`src/rtl/dcache_controller.sv`:
```
// Write-back, write-allocate L1 data-cache controller in front of a 2-way set-associative tag/data SRAM.
// Hits complete combinationally; misses stall the CPU through writeback / refill / fill.
module dcache_controller #(
  parameter int LINE_BITS   = 256,
  parameter int SETS_LOG2   = 4,
  parameter int OFFSET_BITS = 5
) (
  input  logic                               clk_i,
  input  logic                               rst_i,
  input  logic [31:0]                        cpu_addr_i,
  input  logic [31:0]                        cpu_data_i,
  input  logic                               cpu_MemRead_i,
  input  logic                               cpu_MemWrite_i,
  output logic [31:0]                        cpu_data_o,
  output logic                               cpu_stall_o,
  output logic [31:0]                        mem_addr_o,
  output logic [LINE_BITS-1:0]               mem_data_o,
  output logic                               mem_enable_o,
  output logic                               mem_write_o,
  input  logic [LINE_BITS-1:0]               mem_data_i,
  input  logic                               mem_ack_i,
  output logic [SETS_LOG2-1:0]               sram_addr_o,
  output logic [31-SETS_LOG2-OFFSET_BITS+2:0] sram_tag_o,
  output logic [LINE_BITS-1:0]               sram_data_o,
  output logic                               sram_enable_o,
  output logic                               sram_write_o,
  input  logic [31-SETS_LOG2-OFFSET_BITS+2:0] sram_tag_i,
  input  logic [LINE_BITS-1:0]               sram_data_i,
  input  logic                               sram_hit_i
);

  localparam int TAG_BITS = 32 - SETS_LOG2 - OFFSET_BITS;
  localparam int WORD_SEL = OFFSET_BITS - 2;
  localparam int WORDS    = LINE_BITS / 32;

  typedef enum logic [1:0] {IDLE, WRITEBACK, REFILL, FILL} state_t;

  state_t                 state_reg, state_next;
  logic [TAG_BITS-1:0]    victim_tag_reg;
  logic [LINE_BITS-1:0]   victim_line_reg;
  logic [LINE_BITS-1:0]   fill_buf_reg;

  logic [TAG_BITS-1:0]    tag;
  logic [SETS_LOG2-1:0]   index;
  logic [WORD_SEL-1:0]    word;
  logic                   req, is_store, is_load, hit, miss, victim_dirty;
  logic [31:0]            load_word;
  logic [LINE_BITS-1:0]   merged_line;

  assign tag          = cpu_addr_i[31 -: TAG_BITS];
  assign index        = cpu_addr_i[OFFSET_BITS +: SETS_LOG2];
  assign word         = cpu_addr_i[OFFSET_BITS-1:2];
  assign sram_addr_o  = index;

  // A simultaneous read+write request is a store.
  assign req          = cpu_MemRead_i | cpu_MemWrite_i;
  assign is_store     = cpu_MemWrite_i;
  assign is_load      = cpu_MemRead_i & ~cpu_MemWrite_i;
  // The SRAM compares raw tags; an invalid entry must never count as a hit.
  assign hit          = sram_hit_i & sram_tag_i[TAG_BITS+1];
  assign miss         = req & ~hit;
  assign victim_dirty = (sram_tag_i[TAG_BITS+1:TAG_BITS] == 2'b11);

  assign load_word    = sram_data_i[{word, 5'd0} +: 32];

  // Store-hit line: the resident line with only the addressed word replaced.
  genvar gi;
  generate
    for (gi = 0; gi < WORDS; gi++) begin : g_merge
      assign merged_line[gi*32 +: 32] = (word == WORD_SEL'(gi)) ? cpu_data_i
                                                                : sram_data_i[gi*32 +: 32];
    end
  endgenerate

  always_ff @(posedge clk_i or posedge rst_i) begin
    if (rst_i) begin
      state_reg       <= IDLE;
      victim_tag_reg  <= '0;
      victim_line_reg <= '0;
      fill_buf_reg    <= '0;
    end else begin
      state_reg <= state_next;
      if (state_reg == IDLE && miss && victim_dirty) begin
        victim_tag_reg  <= sram_tag_i[TAG_BITS-1:0];
        victim_line_reg <= sram_data_i;
      end
      if (state_reg == REFILL && mem_ack_i) begin
        fill_buf_reg <= mem_data_i;
      end
    end
  end

  always_comb begin
    state_next    = state_reg;
    cpu_stall_o   = 1'b1;
    cpu_data_o    = '0;
    mem_addr_o    = '0;
    mem_data_o    = '0;
    mem_enable_o  = 1'b0;
    mem_write_o   = 1'b0;
    sram_tag_o    = {2'b00, tag};
    sram_data_o   = '0;
    sram_enable_o = 1'b0;
    sram_write_o  = 1'b0;

    case (state_reg)
      IDLE: begin
        cpu_stall_o = miss;
        if (req && hit) begin
          sram_enable_o = 1'b1;
          if (is_store) begin
            sram_write_o = 1'b1;
            sram_tag_o   = {2'b11, tag};
            sram_data_o  = merged_line;
          end else if (is_load) begin
            cpu_data_o = load_word;
          end
        end else if (miss) begin
          // SRAM stays disabled here so the miss does not disturb LRU.
          state_next = victim_dirty ? WRITEBACK : REFILL;
        end
      end
      WRITEBACK: begin
        mem_enable_o = 1'b1;
        mem_write_o  = 1'b1;
        mem_addr_o   = {victim_tag_reg, index, {OFFSET_BITS{1'b0}}};
        mem_data_o   = victim_line_reg;
        if (mem_ack_i) state_next = REFILL;
      end
      REFILL: begin
        mem_enable_o = 1'b1;
        mem_addr_o   = {tag, index, {OFFSET_BITS{1'b0}}};
        if (mem_ack_i) state_next = FILL;
      end
      FILL: begin
        sram_enable_o = 1'b1;
        sram_write_o  = 1'b1;
        sram_tag_o    = {2'b10, tag};
        sram_data_o   = fill_buf_reg;
        state_next    = IDLE;
      end
      default: state_next = IDLE;
    endcase

    if (rst_i) begin
      mem_enable_o  = 1'b0;
      mem_write_o   = 1'b0;
      sram_enable_o = 1'b0;
      sram_write_o  = 1'b0;
    end
  end

endmodule

```
`config.mk`:
```
export PLATFORM = sky130hd
export DESIGN_NAME = dcache_controller
export DESIGN_NICKNAME = d
export VERILOG_FILES = /design/src/rtl/dcache_controller.sv
export SDC_FILE = /design/constraint.sdc
export NUM_CORES = 2
export LEC_CHECK = 0
export CAP_MARGIN = 20
export CORE_AREA = 5 5 469 471
export DETAILED_ROUTE_END_ITERATION = 10
export DIE_AREA = 0 0 474 476
export HOLD_SLACK_MARGIN = 0.15
export PLACE_DENSITY_LB_ADDON = 0.15
export SYNTH_ARGS = -nofsm -noshare
export SYNTH_HDL_FRONTEND = slang
export SYNTH_SLANG_ARGS = --single-unit
export TNS_END_PERCENT = 50
```
`constraint.sdc`:
```
create_clock -name clk_i -period 22.8 [get_ports clk_i]
set_input_delay 3.42 -clock clk_i [delete_from_list [all_inputs] [get_ports clk_i]]
set_output_delay 3.42 -clock clk_i [all_outputs]
set_load 0.05 [all_outputs]
```
==> reports/qor.yml <==
run_status:
  outcome: "complete, no violations"
clocking:
  cts_max_level: 3
  postCtsHoldBufs: 0
  cts_sinks: 537
  ctsResizeCount: 0
  cts_root_buffer: "clkbuf_16"
  post-cts-setup-buffer-count: 0
  path_clk_slew_ps: 60
  cts_tree: "built"
  cts_inserted_buffers: 84
  clockBufferDepth: 3
  clock_latency_ps: 690
logic_synthesis:
  ys_seq_area_frac: 0.437
  syn_area_per_cell_sq_um: 11.4
  yosysTopAreaCellShare: 0.437
  yosysMostFrequentCell: "dfrtp_1"
  synth_edf_count: 0
  yosysTopAreaCell: "dfrtp_1"
  yosys-top-cells-area: "dfrtp_1 44%, mux2_2 17%, mux2_4 9.8%"
  synth.cell_area_sq_um: 30800
  synth_cells: 2696
  synth.ff_latch_count: 537
  synth_cell_types: 34
  synth_common_cells: "537 x dfrtp_1, 454 x mux2_2, 260 x and2_1, 260 x nand2_1, 257 x mux2i_1"
  ys_async_sr_fraction: 1.00
  synth_ff_type: "dfrtp_1"
  yosysWarnings: 0
timing:
  fin_crit_sh: 0.491
  final.setup_skew_ps: 23.7
  setup_viol: 0
  worstMarginPinSlew_ps: 1320
  fin_setup_tns_ps: 0
  rsz0062_at_grt: "false"
  finalHoldViolations: 0
  relSlewSlack: 0.120
  period_needed_ps: 11200
  max_freq_mhz: 89.3
  slew_violations: 0
grt:
  grt_antenna_before_repair: 87
  grt_overflow: 0
  grt_max_degree: 160
  grt_pass1_vias: 28200
  grt_usage: 0.210
  grt_pass1_wl_mm: 311
floorplan:
  std_cell_rows: 171
  coreArea_sq_um: 216000
  ioPinCount: 1217
  die_area_sq_um: 226000
  die_y_microns: 476
  start_util: 0.143
  die-width_microns: 474
worst_hold_path:
  holdCritStartpoint: "victim_line_reg[3]"
  hp-class: "reg -> reg"
pwr:
  p_sw_frac: 0.436
  comb_power_share: 0.499
  p_int_mw: 3.40
  p_leak_nw: 19.2
  p_seq_frac: 0.278
  clkPwrFrac: 0.222
  power_density_nw_per_um2: 125
  total_power_mw: 6.03
  ir_drop_mv: 0.0538
  p_sw_mw: 2.63
critical_path:
  endpoint_kind: "output pin"
  startpoint: "sram_hit_i"
  path_max_fanout: 65
  path_class: "in -> out"
  cp.required_ps: 19380
  r2r_start: "state_reg[1]"
  startpoint_type: "input pin"
  crit_arrival_ps: 7780
cells_and_area:
  syn_to_final_growth_pct: 56.9
  drive_gt1_frac: 0.231
  nFillCells: 23300
  layout.cells.non_filler: 6722
  finalNetCount: 4393
routing:
  dr.first_iter.drc_count: 1503
  drt.antenna.violating_nets: 0
  drc: 0
  routed_wl_mm: 247
  wl_per_cell_microns: 36.8
  avgViaCountPerCell: 3.99
  routed-via-count: 26900
  first_pass_iters: 5
placed_design:
  place_inst: 6550
  gp_congestion: 0.807
  dp_hpwl_mm: 188
  port-buffer-count: 1209
run:
  maxCapViolCount: 0
final timing paths:
path                                        end  slack [ps]  cells after the start
setup / recovery                sram_data_o[45]       11600                      7
hold / removal               victim_line_reg[3]         480                      1
setup reg to reg           victim_line_reg[110]       18620                      8
hold reg to reg              victim_line_reg[3]         480                      1
max in group asynchronous     fill_buf_reg[106]       16700                      4
min in group asynchronous     fill_buf_reg[197]        3920                      2
per-stage QoR:
step                setup WS, ps  area [sq um]  utilization  hold WS (ps)
detailed placement         11590         45500        0.211           468
CTS                        11590         48200        0.224           481
floorplan                   4370         30800            -           449
global placement           11650         45500        0.211           460
global route               11420         48300        0.224           501
finish                     11600         48300        0.224           481
placed cells by master, fill, tap and decap left out, types with 62 or more instances in the layout:
cell type and n:
clkdlybuf4s50_1 1182, dfrtp_1 537, mux2_2 454, and2_1 260, nand2_1 259, mux2i_1 257
o21ai_0 227, mux2_4 200, clkbuf_16 85, o22ai_1 64, buf_4 62
power by group through the flow:
stage               Combinational (mW)  Sequential [mW]  Clock (mW)
global route                      3.16             1.73        1.42
detailed placement                3.05             1.68           0
global placement                  3.04             1.67           0
floorplan                         1.92             1.60           0
CTS                               3.06             1.67        1.39
finish                            3.01             1.68        1.34
layer usage:
layer / track usage / part of all wire / wire length (microns)
met5: 0 / 0.0012 / 286
met1: 0.258 / 0.41 / 102000
met2: 0.350 / 0.47 / 116000
met3: 0.0751 / 0.091 / 22400
met4: 0.0552 / 0.027 / 6650
kinds of logic (layout without fill, tap and decap cells):
kind of cell	after synthesis	count (layout)	synth area share
AND/OR/NAND/NOR	599	599	0.0999
multiplexers	921	921	0.351
other	1	32	0.000122
buffers and inverters	285	1426	0.0495
adder cells (fa/ha/maj)	4	4	0.00163
flip-flops	537	537	0.437
AO/OA/AOI/OAI	349	349	0.0615
layout make-up:
| cell class | instances | area [sq um] | area share |
|---|---|---|---|
| well taps | 2854 | 3570 | 0.0739 |
| flip-flops and latches | 537 | 13400 | 0.278 |
| inverters | 5 | 26.3 | 0.000544 |
| diodes | 27 | 67.6 | 0.00140 |
| multi-input cells | 1878 | 15900 | 0.329 |
| clock buffers | 128 | 2540 | 0.0526 |
| repair buffers | 1276 | 12500 | 0.260 |
| clock inverters | 17 | 216 | 0.00448 |
critical path, cell delays in order:
cell	delay (ps)
clkdlybuf4s50_1	530
and3_1	260
nand3b_4	610
buf_4	560
buf_4	480
o21ai_0	810
clkdlybuf4s50_1	950
Note: power is estimated with default switching activity, not from simulation.
